===== config.mk =====
export PLATFORM = sky130hd
export DESIGN_NAME = serial_adder_ctrl_flat
export DESIGN_NICKNAME = d
export VERILOG_FILES = /design/src/rtl/serial_adder_pkg.sv /design/src/rtl/serial_adder_ctrl_if.sv /design/src/rtl/serial_adder_ctrl_fa_cell.sv /design/src/rtl/serial_adder_ctrl.sv /design/src/flat_wrapper.sv
export SDC_FILE = /design/constraint.sdc
export NUM_CORES = 1
export LEC_CHECK = 0
export ABC_AREA = 1
export CORE_MARGIN = 1.5
export CORE_UTILIZATION = 60
export CTS_BUF_LIST = sky130_fd_sc_hd__clkbuf_2 sky130_fd_sc_hd__clkbuf_4 sky130_fd_sc_hd__clkbuf_8
export CTS_CLUSTER_DIAMETER = 30
export DETAILED_ROUTE_END_ITERATION = 7
export DONT_BUFFER_PORTS = 1
export GPL_ROUTABILITY_DRIVEN = 1
export PLACE_DENSITY = 0.77
export SYNTH_ARGS = -nofsm -noshare
export SYNTH_HDL_FRONTEND = slang
export SYNTH_HIERARCHICAL = 1
export SYNTH_SLANG_ARGS = --single-unit

===== constraint.sdc =====
create_clock -name clk -period 3 [get_ports clk]
set_clock_uncertainty 0.15 [all_clocks]
set_input_delay 0.9 -clock clk [delete_from_list [all_inputs] [get_ports clk]]
set_output_delay 0.9 -clock clk [all_outputs]
set_load 0.01 [all_outputs]

===== src/rtl/serial_adder_pkg.sv =====
// serial_adder_pkg: shared FSM state type and default width for the serial adder.
package serial_adder_pkg;
    localparam int SA_DEFAULT_WIDTH = 8;
    typedef enum logic [1:0] {S_IDLE, S_RUN, S_DONE} state_e;
endpackage


===== src/rtl/serial_adder_ctrl_if.sv =====
// serial_adder_ctrl_if: operand/result handshake bundle; carries sub when SERIAL_ADDER_SUB_EN is defined.
interface serial_adder_ctrl_if import serial_adder_pkg::*; #(parameter int WIDTH = SA_DEFAULT_WIDTH) ();
    logic             in_valid;
    logic             in_ready;
    logic [WIDTH-1:0] a;
    logic [WIDTH-1:0] b;
    logic             cin;
    logic             out_valid;
    logic             out_ready;
    logic [WIDTH-1:0] sum;
    logic             cout;
    logic             busy;
`ifdef SERIAL_ADDER_SUB_EN
    logic             sub;
`endif
    modport master (
`ifdef SERIAL_ADDER_SUB_EN
        output sub,
`endif
        output in_valid, a, b, cin, out_ready,
        input  in_ready, out_valid, sum, cout, busy
    );
    modport slave (
`ifdef SERIAL_ADDER_SUB_EN
        input  sub,
`endif
        input  in_valid, a, b, cin, out_ready,
        output in_ready, out_valid, sum, cout, busy
    );
endinterface


===== src/rtl/serial_adder_ctrl_fa_cell.sv =====
// fa_cell: combinational 1-bit full adder shared across every bit of a serial add.
module fa_cell (
    input  logic x1,
    input  logic x2,
    input  logic cin,
    output logic s,
    output logic cout
);
    assign s    = x1 ^ x2 ^ cin;
    assign cout = (x1 & x2) | (cin & (x1 ^ x2));
endmodule


===== src/rtl/serial_adder_ctrl.sv =====
// serial_adder_ctrl: LSB-first bit-serial adder around one fa_cell; SERIAL_ADDER_SUB_EN adds a subtract mode.
module serial_adder_ctrl import serial_adder_pkg::*; #(parameter int WIDTH = SA_DEFAULT_WIDTH) (
    input logic               clk,
    input logic               rst,
    serial_adder_ctrl_if.slave bus
);
    localparam int CW = $clog2(WIDTH);
    state_e           state_q, state_d;
    logic [WIDTH-1:0] a_q, a_d, b_q, b_d, sum_q, sum_d;
    logic             carry_q, carry_d;
    logic [CW-1:0]    cnt_q, cnt_d;
    logic             fa_s, fa_c, sub_w, done;
`ifdef SERIAL_ADDER_SUB_EN
    assign sub_w = bus.sub;
`else
    assign sub_w = 1'b0;
`endif
    fa_cell u_fa (.x1(a_q[0]), .x2(b_q[0]), .cin(carry_q), .s(fa_s), .cout(fa_c));
    always_ff @(posedge clk) begin
        if (rst) begin
            state_q <= S_IDLE;
            a_q     <= '0;
            b_q     <= '0;
            sum_q   <= '0;
            carry_q <= 1'b0;
            cnt_q   <= '0;
        end else begin
            state_q <= state_d;
            a_q     <= a_d;
            b_q     <= b_d;
            sum_q   <= sum_d;
            carry_q <= carry_d;
            cnt_q   <= cnt_d;
        end
    end
    always_comb begin
        state_d = state_q;
        a_d     = a_q;
        b_d     = b_q;
        sum_d   = sum_q;
        carry_d = carry_q;
        cnt_d   = cnt_q;
        case (state_q)
            S_IDLE: if (bus.in_valid) begin
                a_d     = bus.a;
                b_d     = sub_w ? ~bus.b : bus.b;
                carry_d = sub_w ? 1'b1 : bus.cin;
                cnt_d   = '0;
                sum_d   = '0;
                state_d = S_RUN;
            end
            S_RUN: begin
                sum_d   = {fa_s, sum_q[WIDTH-1:1]};
                a_d     = a_q >> 1;
                b_d     = b_q >> 1;
                carry_d = fa_c;
                cnt_d   = cnt_q + 1'b1;
                state_d = (cnt_q == CW'(WIDTH - 1)) ? S_DONE : S_RUN;
            end
            S_DONE:  state_d = bus.out_ready ? S_IDLE : S_DONE;
            default: state_d = S_IDLE;
        endcase
    end
    assign done          = state_q == S_DONE;
    assign bus.in_ready  = state_q == S_IDLE;
    assign bus.busy      = state_q != S_IDLE;
    assign bus.out_valid = done;
    // result is masked so nothing partial leaks while the shift is in progress
    assign bus.sum       = done ? sum_q : '0;
    assign bus.cout      = done & carry_q;
endmodule

===== src/flat_wrapper.sv =====
// flat-port wrapper written by rule: the top's interface ports become plain ports
module serial_adder_ctrl_flat import serial_adder_pkg::*;
#(parameter int WIDTH = SA_DEFAULT_WIDTH)
  (clk, rst, bus_in_valid, bus_a, bus_b, bus_cin, bus_out_ready, bus_in_ready, bus_out_valid, bus_sum, bus_cout, bus_busy);
  serial_adder_ctrl_if #(.WIDTH(WIDTH)) bus_i ();
  input logic clk;
  input logic rst;
  input wire logic [$bits(bus_i.in_valid)-1:0] bus_in_valid;
  input wire logic [$bits(bus_i.a)-1:0] bus_a;
  input wire logic [$bits(bus_i.b)-1:0] bus_b;
  input wire logic [$bits(bus_i.cin)-1:0] bus_cin;
  input wire logic [$bits(bus_i.out_ready)-1:0] bus_out_ready;
  output wire logic [$bits(bus_i.in_ready)-1:0] bus_in_ready;
  output wire logic [$bits(bus_i.out_valid)-1:0] bus_out_valid;
  output wire logic [$bits(bus_i.sum)-1:0] bus_sum;
  output wire logic [$bits(bus_i.cout)-1:0] bus_cout;
  output wire logic [$bits(bus_i.busy)-1:0] bus_busy;
  assign bus_i.in_valid = bus_in_valid;
  assign bus_i.a = bus_a;
  assign bus_i.b = bus_b;
  assign bus_i.cin = bus_cin;
  assign bus_i.out_ready = bus_out_ready;
  assign bus_in_ready = bus_i.in_ready;
  assign bus_out_valid = bus_i.out_valid;
  assign bus_sum = bus_i.sum;
  assign bus_cout = bus_i.cout;
  assign bus_busy = bus_i.busy;
  serial_adder_ctrl #(.WIDTH(WIDTH)) u_core (.clk(clk), .rst(rst), .bus(bus_i));
endmodule

==> results.cfg <==
[run_status]
status = finished, final reports clean

[placement]
dp.final_hpwl_um = 1770
gp_congestion = 0.680
portBuffers = 0
place_ws_ns = 0.842

[timing]
whs_ns = 0.314
fin_ws_ns = 0.502
fmax_mhz = 400
setup_viol = 0
worst_slew_pin_slew_ns = 0.479
finalCritPeriodShare = 0.833
slew_viol_final = 0
relSlewSlack = 0.679
tns_ns = 0
hold_viol = 0
fin_crit_ns = 2.50
rsz0062_at_grt = false

[global_routing]
grt_pass1_wl_um = 4390
grt_pass1_vias = 1079
grt-ovfl-total = 0
met2_usage = 0.402
antenna_found_initial = 0
gr-usage-all-layers = 0.217
grt_max_degree = 45
top_usage_layer = met2
met3_usage = 0.0593
use_met1 = 0.228

[critical_path]
crit_fanout = 9
path_class = reg -> out
cp.required_ns = 1.95
reg2reg_slack_ns = 1.39
end_kind = output pin
arrival_ns = 1.45
worstSetupStartpointType = register

[yosys]
synth_cell_types = 20
synth_ff_type = dfxtp_1
syn-num-nets = 263
yosysTopAreaCellShare = 0.400
synth_edf_count = 0
async_reset_ff_frac = 0
yosys_warnings = 6
synthCells = 239
yosys.area.top_type = dfxtp_1
syn_avg_cell_area_um2 = 6.28
ys_ff_latch = 30
ys_seq_area_frac = 0.400
synthTopCellsByArea = dfxtp_1 40%, nand2_1 22%, inv_1 11%, a21oi_1 9.3%, nor2_1 7.0%
syn_area_um2 = 1500

[final_layout]
fill_cells = 214
drive_above_1_share = 0.0628
antennaDiodeCount = 0
syn2layout_area_growth_pct = 3.42
nets = 262

[drt]
drt_iter0_drc = 32
viasPerCell = 4.88
wl_um = 2630
drc_errors = 0
dr.pass1.iters = 5
ant_nets = 0
dr_total_vias = 1304
wl_per_cell_um = 9.85

[die]
die_area_um2 = 2810
die_y_um = 53.0
num_rows = 17
pin_count = 33
core_um2 = 2280
start_util = 0.659
die_x_um = 53.0

[cts]
cts-root-buf = clkbuf_4
clkLatencyLatePin_ns = 0.31
post_cts_resized = 0
postCtsSetupBuffers = 0
htreeDepth = 2
tritoncts = done
cts_buffers = 5
cts_hold_buffers = 0
cts_num_sinks = 30
path_clk_slew_ns = 0.09
cts_buffer_depth = 2

[power]
vdd_drop_max_v = 0.000461
p_leak_nw = 0.738
report.power.total_uw = 796
p_per_area_nw_per_um2 = 513

[flow_run]
drv_cap = 0

[min_path]
hp-class = reg -> reg
-- through the flow --
stage | area (um2) | std cells | util
2_1_floorplan | 1500 | 239 | -
5_1_grt | 1550 | 267 | 0.682
3_3_place_gp | 1490 | 259 | 0.654
3_5_place_dp | 1490 | 259 | 0.654
6_report | 1550 | 267 | 0.682
4_1_cts | 1550 | 267 | 0.682
-- layer usage --
layer  vias to the layer above  wire [um]
li1                        697          -
met1                       571       1130
met2                        34       1330
met3                         2        156
met4                         0          9
met5                         -          0
-- worst max-delay path, cell delays in order (launching register included) --
cell and delay, ns:
dfxtp_1 0.36, inv_2 0.07, nor2_2 0.19, clkinv_1 0.26, nor2_1 0.26
-- layout by cell type (no fill, tap or decap) --
| cell | netlist | routed |
|---|---|---|
| nand2_1 | 86 | 86 |
| clkbuf_4 | 0 | 6 |
| ha_1 | 2 | 2 |
| nor2_2 | 1 | 1 |
| fa_1 | 1 | 1 |
| nand2_4 | 1 | 1 |
| o21ai_0 | 1 | 1 |
| inv_1 | 44 | 44 |
| inv_4 | 1 | 1 |
| a21oi_1 | 28 | 28 |
| clkinv_1 | 2 | 2 |
| o21ai_2 | 1 | 1 |
| nand3_1 | 2 | 2 |
| clkbuf_8 | 0 | 1 |
| buf_4 | 2 | 2 |
| dfxtp_1 | 30 | 30 |
| clkinv_2 | 0 | 1 |
| nor2_1 | 28 | 28 |
| inv_2 | 1 | 1 |
-- Yosys cell counts, types with 2 or more instances --
cell type	count
clkinv_1	2
buf_4	2
nand2_1	86
ha_1	2
inv_1	44
nor2_1	28
buf_2	5
nand3_1	2
a21oi_1	28
dfxtp_1	30
-- sequential cells by signal, indices dropped and copies added (netlist names) --
register and cells:
u_core/a_q 8, u_core/b_q 8, u_core/carry_q 1, u_core/cnt_q 3
u_core/state_q 2, u_core/sum_q 8
-- logic make-up after synthesis --
| kind of cell | count (synthesis) | share of synthesized area |
|---|---|---|
| buffers and inverters | 58 | 0.163 |
| AO/OA/AOI/OAI | 30 | 0.103 |
| adder cells (fa/ha/maj) | 3 | 0.0300 |
| flip-flops | 30 | 0.400 |
| AND/OR/NAND/NOR | 118 | 0.304 |
-- final cells by class --
cell class | instances | area [um2] | share of cell area
multi-input combinational | 151 | 654 | 0.422
sequential | 30 | 601 | 0.387
inverter | 48 | 183 | 0.118
clock buffer | 7 | 58.8 | 0.0379
tap | 28 | 35.0 | 0.0226
timing repair buffer | 2 | 15.0 | 0.00968
clock inverter | 1 | 5.00 | 0.00323
-- where the power goes --
group,switching (mW),internal [mW]
Combinational,0.0721,0.0389
Clock,0.129,0.123
Sequential,0.0102,0.423
-- path summary, 6_finish.rpt --
path                                       end                           start  depth (start not counted)
setup / recovery                    bus_sum[1]  u_core/state_q[1]$_SDFFE_PP0P_                          4
hold / removal    u_core/cnt_q[1]$_SDFFE_PP0P_    u_core/cnt_q[1]$_SDFFE_PP0P_                          2
setup reg to reg    u_core/a_q[7]$_SDFFE_PP0P_  u_core/state_q[0]$_SDFFE_PP0P_                          5
hold reg to reg   u_core/cnt_q[1]$_SDFFE_PP0P_    u_core/cnt_q[1]$_SDFFE_PP0P_                          2
No activity file was read; power rests on OpenSTA's default activity.
